==> config.mk <==
export PLATFORM = sky130hd
export DESIGN_NAME = alu_req_sched
export DESIGN_NICKNAME = d
export VERILOG_FILES = /design/src/rtl/alu_sched_pkg.sv /design/src/rtl/rr_arbiter.sv /design/src/rtl/alu_req_sched.sv
export SDC_FILE = /design/constraint.sdc
export NUM_CORES = 1
export LEC_CHECK = 0
export BUFFER_PORTS_ARGS = -buffer_cell sky130_fd_sc_hd__buf_2
export CORE_MARGIN = 2
export CORE_UTILIZATION = 35
export CTS_CLUSTER_SIZE = 14
export DETAILED_ROUTE_END_ITERATION = 6
export PLACE_DENSITY = 0.77
export SYNTH_ARGS = -nofsm -noshare
export SYNTH_HDL_FRONTEND = slang
export SYNTH_SLANG_ARGS = --single-unit
==> constraint.sdc <==
create_clock -name alu_clk -period 1.5 [get_ports alu_clk]
set_input_delay 0.3 -clock alu_clk [delete_from_list [all_inputs] [get_ports alu_clk]]
set_output_delay 0.3 -clock alu_clk [all_outputs]
set_load 0.02 [all_outputs]
==> src/rtl/alu_sched_pkg.sv <==
// Shared types and constants for the ALU request scheduler.
package alu_sched_pkg;

   localparam int OPW = 2;
   localparam int DW  = 8;

   localparam logic BANK_A = 1'b0;
   localparam logic BANK_B = 1'b1;

   typedef enum logic [1:0] {
      IDLE  = 2'd0,
      ISSUE = 2'd1,
      WAIT  = 2'd2,
      RESP  = 2'd3
   } sched_state_e;

endpackage

==> src/rtl/rr_arbiter.sv <==
// Round-robin arbiter: combinational first-set search starting at the
// pointer, pointer advances past the winner when a grant is accepted.
module rr_arbiter #(
   parameter  int NREQ = 2,
   localparam int IW   = (NREQ > 1) ? $clog2(NREQ) : 1
) (
   input  logic            alu_clk,
   input  logic            rst,
   input  logic [NREQ-1:0] req,
   input  logic            accept,
   output logic [NREQ-1:0] gnt,
   output logic [IW-1:0]   gnt_idx,
   output logic            any_req
);

   logic [IW-1:0] ptr_q;

   // Scan from the pointer and pick the first requester that is valid.
   always_comb begin
      gnt     = '0;
      gnt_idx = '0;
      any_req = 1'b0;
      for (int i = 0; i < NREQ; i++) begin
         if (!any_req && req[(int'(ptr_q) + i) % NREQ]) begin
            any_req = 1'b1;
            gnt_idx = IW'((int'(ptr_q) + i) % NREQ);
         end
      end
      if (any_req) begin
         gnt = NREQ'(1) << gnt_idx;
      end
   end

   // Pointer moves to the requester after the winner, wrapping at NREQ.
   always_ff @(posedge alu_clk) begin
      if (rst) begin
         ptr_q <= '0;
      end else if (accept) begin
         ptr_q <= (gnt_idx == IW'(NREQ - 1)) ? '0 : gnt_idx + IW'(1);
      end
   end

endmodule

==> src/rtl/alu_req_sched.sv <==
// Shares one ALU between NREQ requesters: round-robin accept, one issue
// cycle, wait the result latency, return the result, then clear the irq.
//
// Handshakes: a transfer happens on a rising edge where valid and ready are
// both 1. req_ready is only ever raised in IDLE, for the arbiter winner, and
// does not depend on anything but req_valid and the pointer. resp_valid is
// held with stable resp_data/resp_irq until the owner's resp_ready is seen.
module alu_req_sched
   import alu_sched_pkg::*;
#(
   parameter int NREQ       = 2,
   parameter int RESULT_LAT = 1
) (
   input  logic              alu_clk,
   input  logic              rst,
   input  logic [NREQ-1:0]   req_valid,
   output logic [NREQ-1:0]   req_ready,
   input  logic [NREQ-1:0]   req_bank,
   input  logic [2*NREQ-1:0] req_op,
   input  logic [8*NREQ-1:0] req_a,
   input  logic [8*NREQ-1:0] req_b,
   output logic [NREQ-1:0]   resp_valid,
   input  logic [NREQ-1:0]   resp_ready,
   output logic [DW-1:0]     resp_data,
   output logic              resp_irq,
   output logic              busy,
   output logic              alu_enable,
   output logic              alu_enable_a,
   output logic              alu_enable_b,
   output logic [OPW-1:0]    alu_op_a,
   output logic [OPW-1:0]    alu_op_b,
   output logic [DW-1:0]     alu_in_a,
   output logic [DW-1:0]     alu_in_b,
   output logic              alu_irq_clr,
   input  logic [DW-1:0]     alu_out,
   input  logic              alu_irq,
   output sched_state_e      dbg_state
);

   localparam int IW = (NREQ > 1) ? $clog2(NREQ) : 1;
   localparam int CW = (RESULT_LAT > 1) ? $clog2(RESULT_LAT) : 1;

   sched_state_e    state_q, state_d;
   logic [IW-1:0]   owner_q;
   logic [CW-1:0]   cnt_q;
   logic [NREQ-1:0] gnt;
   logic [IW-1:0]   gnt_idx;
   logic            any_req;
   logic            accept;
   logic            resp_done;
   logic            sel_bank;
   logic [OPW-1:0]  sel_op;

   rr_arbiter #(.NREQ(NREQ)) u_arb (
      .alu_clk (alu_clk),
      .rst     (rst),
      .req     (req_valid),
      .accept  (accept),
      .gnt     (gnt),
      .gnt_idx (gnt_idx),
      .any_req (any_req)
   );

   assign sel_bank = req_bank[gnt_idx];
   assign sel_op   = req_op[OPW*gnt_idx +: OPW];

   // State register.
   always_ff @(posedge alu_clk) begin
      if (rst) begin
         state_q <= IDLE;
      end else begin
         state_q <= state_d;
      end
   end

   // Next-state logic and the accept / response-complete strobes.
   always_comb begin
      state_d   = state_q;
      accept    = 1'b0;
      resp_done = 1'b0;
      case (state_q)
         IDLE: begin
            if (any_req) begin
               accept  = 1'b1;
               state_d = ISSUE;
            end
         end
         ISSUE: state_d = WAIT;
         WAIT: begin
            if (cnt_q == '0) begin
               state_d = RESP;
            end
         end
         RESP: begin
            if (resp_ready[owner_q]) begin
               resp_done = 1'b1;
               state_d   = IDLE;
            end
         end
         default: state_d = IDLE;
      endcase
   end

   // Registered ALU drive, wait counter, owner and result capture.
   always_ff @(posedge alu_clk) begin
      if (rst) begin
         owner_q      <= '0;
         cnt_q        <= '0;
         alu_enable   <= 1'b0;
         alu_enable_a <= 1'b0;
         alu_enable_b <= 1'b0;
         alu_op_a     <= '0;
         alu_op_b     <= '0;
         alu_in_a     <= '0;
         alu_in_b     <= '0;
         alu_irq_clr  <= 1'b1;
         resp_data    <= '0;
         resp_irq     <= 1'b0;
      end else begin
         alu_irq_clr <= resp_done;
         if (accept) begin
            owner_q      <= gnt_idx;
            alu_enable   <= 1'b1;
            alu_enable_a <= (sel_bank == BANK_A);
            alu_enable_b <= (sel_bank == BANK_B);
            alu_op_a     <= (sel_bank == BANK_A) ? sel_op : '0;
            alu_op_b     <= (sel_bank == BANK_B) ? sel_op : '0;
            alu_in_a     <= req_a[DW*gnt_idx +: DW];
            alu_in_b     <= req_b[DW*gnt_idx +: DW];
         end
         if (state_q == ISSUE) begin
            alu_enable   <= 1'b0;
            alu_enable_a <= 1'b0;
            alu_enable_b <= 1'b0;
            cnt_q        <= CW'(RESULT_LAT - 1);
         end
         if (state_q == WAIT) begin
            if (cnt_q == '0) begin
               resp_data <= alu_out;
               resp_irq  <= alu_irq;
            end else begin
               cnt_q <= cnt_q - CW'(1);
            end
         end
      end
   end

   assign req_ready  = (state_q == IDLE && !rst) ? gnt : '0;
   assign resp_valid = (state_q == RESP) ? (NREQ'(1) << owner_q) : '0;
   assign busy       = (state_q != IDLE);
   assign dbg_state  = state_q;

endmodule

* Word-level counts from Yosys, hierarchy flattened *
Index checks and enable logic that the tools add are counted.

cells by class
  order comparisons = 4
  eq/ne operators = 6
  $add $sub $neg = 3
  bitwise logic cells = 3
  reduce and logical (&&, ||, !) cells = 9
  multipliers = 0
  muxes and demuxes = 30
  div/mod/pow operators = 0
  shifts and indexed selects = 5

operator list
  kind                                                                          number
  16-bit by 5-bit indexed part select with 8-bit output                         2
  1-bit 2-to-1 mux                                                              21
  2-bit 2-to-1 mux                                                              8
  2-bit case mux with 4 select lines                                            1
  1-bit by 2-bit less-than comparator with 1-bit output, second input constant  3
  2-bit inequality test, second input constant                                  3
  2-bit equality test, second input constant                                    2
  4-bit by 3-bit indexed part select with 2-bit output                          1
  1-bit by 1-bit << shifter with 2-bit output, first input constant             2
  2-bit by 3-bit less-than comparator with 1-bit output, second input constant  1
  3-bit AND reduction                                                           1
  1-bit adder, second input constant                                            2
  2-bit by 1-bit equality test with 1-bit output, second input constant         1
  1-bit logical AND                                                             2
  1-bit logical NOT                                                             2
  2-bit logical NOT                                                             1
  1-bit NOT                                                                     2
  2-bit AND reduction                                                           1
  2-bit nonzero test                                                            1
  2-bit OR reduction                                                            1
  1-bit bitwise AND, first input constant                                       1
  1-bit subtractor, second input constant                                       1

storage, ports and cells
  output and inout bits = 40
  input bits = 53
  RAM bits = 0
  bits in latches = 0
  memory bits (read-only) = 0
  register bits after elaboration = 38
  memories = 0
  logic and storage cells = 74

* Depth between registers and ports, before layout *
  depth after elaboration = 10
  depth in mapped cells = 7
  gate-level depth less buffers = 6

* Hierarchy *
Synthesis repeated with hierarchy kept, for this count alone.

unflattened totals
  cells, all modules = 184
  area, all modules = 1,765.4 um^2

modules (own cells, without submodules)
  module         cells each  seq. area each (um^2)  area each (um^2)  instances
  alu_req_sched  176         740.7                  1,684.1           1
  rr_arbiter     8           20.0                   81.3              1

* Worst setup path after synthesis *
No wires, ideal clock.

  path type = register -> output
  from = reg state_q[0], in the netlist dbg_state[0]
  to = out req_ready[0]
  required time = 1.200 ns
  setup slack = -0.466 ns
  path buffers = 1
  cell stages (with the launch flop) = 8
  arrival = 1.666 ns
  path through = dfxtp_1 -> inv_1 -> ha_1 -> inv_1 -> nor2_2 -> buf_2 -> nand2_1 -> nor2_1

between the ends
  cells in the longest elaborated chain, start to end = 3

RTL lines
  element                 line                  source
  start, declared         alu_req_sched.sv:43   sched_state_e state_q, state_d;
  start signal, assigned  alu_req_sched.sv:72   state_q <= state_d;
  2-bit logical NOT       alu_req_sched.sv:148  assign req_ready = (state_q == IDLE && !rst) ? gnt : '0;
  1-bit logical AND       alu_req_sched.sv:148
  2-bit 2-to-1 mux        alu_req_sched.sv:148
  end, declared           alu_req_sched.sv:17   output logic [NREQ-1:0] req_ready,

No other way between the ends.

* Final worst setup path *
  from = reg state_q[1], in the netlist dbg_state[1]
  to = out req_ready[0]

The elaborated chain is that of the path after synthesis.

==> flow_summary.yaml <==
sta:
  final-setup-viol-count: 4
  worst_pin_slew_ns: 0.4259
  fin_crit_ns: 1.598
  final-max-slew-violation-count: 0
  final.setup_skew_ns: 0.004354
  fin_crit_sh_pct: 106.5
  holdWs_ns: 0.2420
  slew-limit-headroom_pct: 71.61
  max_freq_mhz: 625.9
  hold_viol_final: 0
  finalWorstSetupSlack_ns: -0.09764
  rsz0062_at_grt: "true"
yosys:
  synth_top_family_by_area: "simple AND/OR/NAND/NOR gates"
  synth-seq-area-share_pct: 46.20
  synth.top_cell.area_share_pct: 46.20
  synth_fa_ha_area_share_pct: 3.040
  synthesis.area_mm2: 0.001647
  synth-simple-area-share_pct: 22.34
  synth_compound_area_share_pct: 19.38
  synth_common_cells: "38 x dfxtp_1, 38 x nand2_1, 24 x nor2_1"
  synth_enable_flop_cells: 0
  ys_types: 27
  synth_warnings: 0
  syn-num-nets: 259
  syn_area_per_cell_um2: 8.151
  synthCells: 202
  ys_seq_elements: 38
  synthFlopType: "dfxtp_1"
  synthMuxAreaShare_pct: 2.432
  synthTopCellsByArea: "dfxtp_1 46%, a311oi_1 9.0%, nand2_1 8.7%"
  yosysTopAreaCell: "dfxtp_1"
  synth_xor_xnor_area_share_pct: 0
  async_flop_share_pct: 0
clock_tree:
  htreeDepth: 2
  cts_tree: "yes"
  root_buffer: "clkbuf_8"
  cts.clk_slew.worst_paths_ns: 0.08
  clockBufferDepth: 2
  clock-sinks: 38
  cts_buffers: 5
  clock_latency_ns: 0.29
  cts_hold_buf: 0
floorplan:
  die_h_um: 72.59
  die-area_mm2: 0.005269
  core_area_mm2: 0.004444
  rows: 24
  io_pins: 93
  die_w_um: 72.59
  start_util_pct: 37.05
setup_path:
  r2r_slack_ns: -0.03
  crit_top_cell: "nor2_4"
  critPathBufInv: 3
  start_kind: "flop"
  worstSetupPathType: "flop to output pin"
  path_delay_family: "flip-flops"
  required_ns: 1.20
  cpPeakStageDelay_ns: 0.36
  cp_cell_sequence: "inv_4 -> ha_4 -> inv_6 -> nor2_4 -> nand2_2 -> nor2_4 -> buf_6"
  critPathArrivalTime_ns: 1.30
  cp-end-kind: "output pin"
  crit_fanout: 4
  slowest_stage: "dfxtp_4"
hold_path:
  hp-class: "input pin to flop"
place:
  place_area_mm2: 0.002218
  dpl.hpwl_um: 3348
  port_buffers: 92
  numPlacedInstances: 340
  gp_congestion: 0.7870
global_route:
  overflow: 0
  antenna_found_initial: 0
  grt_pass1_wl_um: 7521
  grt_max_degree: 41
  grt_pass1_vias: 1705
  track_usage_pct: 17.98
route:
  drtIter0Drc: 70
  drt_pass1_iterations: 4
  vias: 1783
  totalWireLength_um: 4723
  viasPerCell: 4.994
  postRouteAntennaNets: 0
  route.detailed.drc: 0
  post_drt_wl_per_cell_um: 13.23
power:
  p_seq_share_pct: 31.5
  clockPowerShare_pct: 17.5
  p_leak_nw: 1.187
  powerDensity_mw_per_mm2: 1956
  swShare_pct: 40.93
  power_frac_comb_pct: 50.9
  power_mw: 4.853
  power_switching_mw: 1.987
  ir_worst_vdd_v: 0.001184
  internal_power_mw: 2.867
cells_and_area:
  post_layout_nonfiller_instances: 357
  multi_input_area_um2: 843.3
  seqCellArea_um2: 769.5
  drive_gt1_share_pct: 44.26
  area_growth_pct: 50.68
  design_area_mm2: 0.002481
  final_net_count: 361
  utilization_pct: 55.83
  antenna_cells: 0
  fill_cells: 430
status:
  status: "finished, violations left"
  violations: "setup timing"
flow_run:
  cap_violations: 0
[placed cells by master (no fill, tap or decap), types with 2 or more instances in the layout]
cell type | synthesis | final
a32o_1 | 2 | 2
buf_4 | 2 | 18
dfxtp_4 | 0 | 2
o21ai_0 | 3 | 3
clkbuf_8 | 0 | 5
a21oi_1 | 12 | 12
inv_1 | 10 | 7
ha_2 | 0 | 2
inv_4 | 0 | 2
buf_6 | 0 | 5
buf_2 | 3 | 87
mux2i_1 | 4 | 4
nor2_1 | 24 | 23
o32ai_1 | 4 | 4
nand3_1 | 17 | 17
a311oi_1 | 17 | 17
dfxtp_1 | 38 | 35
nand2_1 | 38 | 36
nor2_4 | 0 | 2
clkinv_2 | 0 | 2
[routing by layer]
layer | vias up | track usage (%) | share of wire, %
met3 | 4 | 4.144 | 5.9
met4 | 0 | 5.556 | 0.74
met5 | - | 0 | 0
li1 | 909 | - | -
met1 | 809 | 21.87 | 43
met2 | 61 | 31.41 | 51
[cell type report]
| cell class | instances | share of cell area (%) |
|---|---|---|
| clock inverters | 3 | 1.614 |
| flip-flops and latches | 38 | 31.01 |
| well taps | 52 | 2.622 |
| inverters | 10 | 1.916 |
| repair buffers | 111 | 26.07 |
| clock buffers | 5 | 2.774 |
| multi-input cells | 138 | 33.99 |
[power groups by stage]
stage                     Sequential, mW  Combinational (mW)  Clock (mW)
after detailed placement            1.54                2.13           0
final                               1.53                2.47       0.852
after global placement              1.53                2.10           0
after floorplan                     1.90                1.14           0
after CTS                           1.53                2.31       0.875
after global routing                1.57                2.71       0.918
[registers in the layout, summed over array words and instances, names as in the netlist, 2 cells and up]
name and cells:
alu_in_a 8, alu_in_b 8, alu_op_a 2, alu_op_b 2, dbg_state 2, resp_data 8
[logic make-up after synthesis]
logic type,Yosys count
fa+ha+maj,4
flops,38
mux,4
buf+inv,26
compound gates,43
simple gates,87
[per-stage QoR]
step	TNS [ns]	setup slack, ns
after CTS	-0.2511	-0.07282
after detailed placement	-0.03209	-0.01578
after global placement	0	0.05615
after global routing	-0.9386	-0.1590
after floorplan	0	0.001691
final	-0.2511	-0.09764
[timing repair]
item	4_1_cts	5_1_grt
resized for setup	20	6
gates cloned	0	0
setup endpoints to repair	14	25
buffers inserted	5	4
pin swaps	4	2
[path summary, 6_finish.rpt]
check,startpoint,to,cells past startpoint
min reg2reg,resp_data[7],resp_data[7],2
max,dbg_state[1],req_ready[0],7
max reg2reg,dbg_state[0],dbg_state[1],6
min,alu_out[5],resp_data[5],3
[tightest hold or removal path, cell delays in order]
cell	delay, ns
buf_2	0.09
nand2_1	0.04
a21oi_1	0.05
Power figures use the tool's default switching activity.
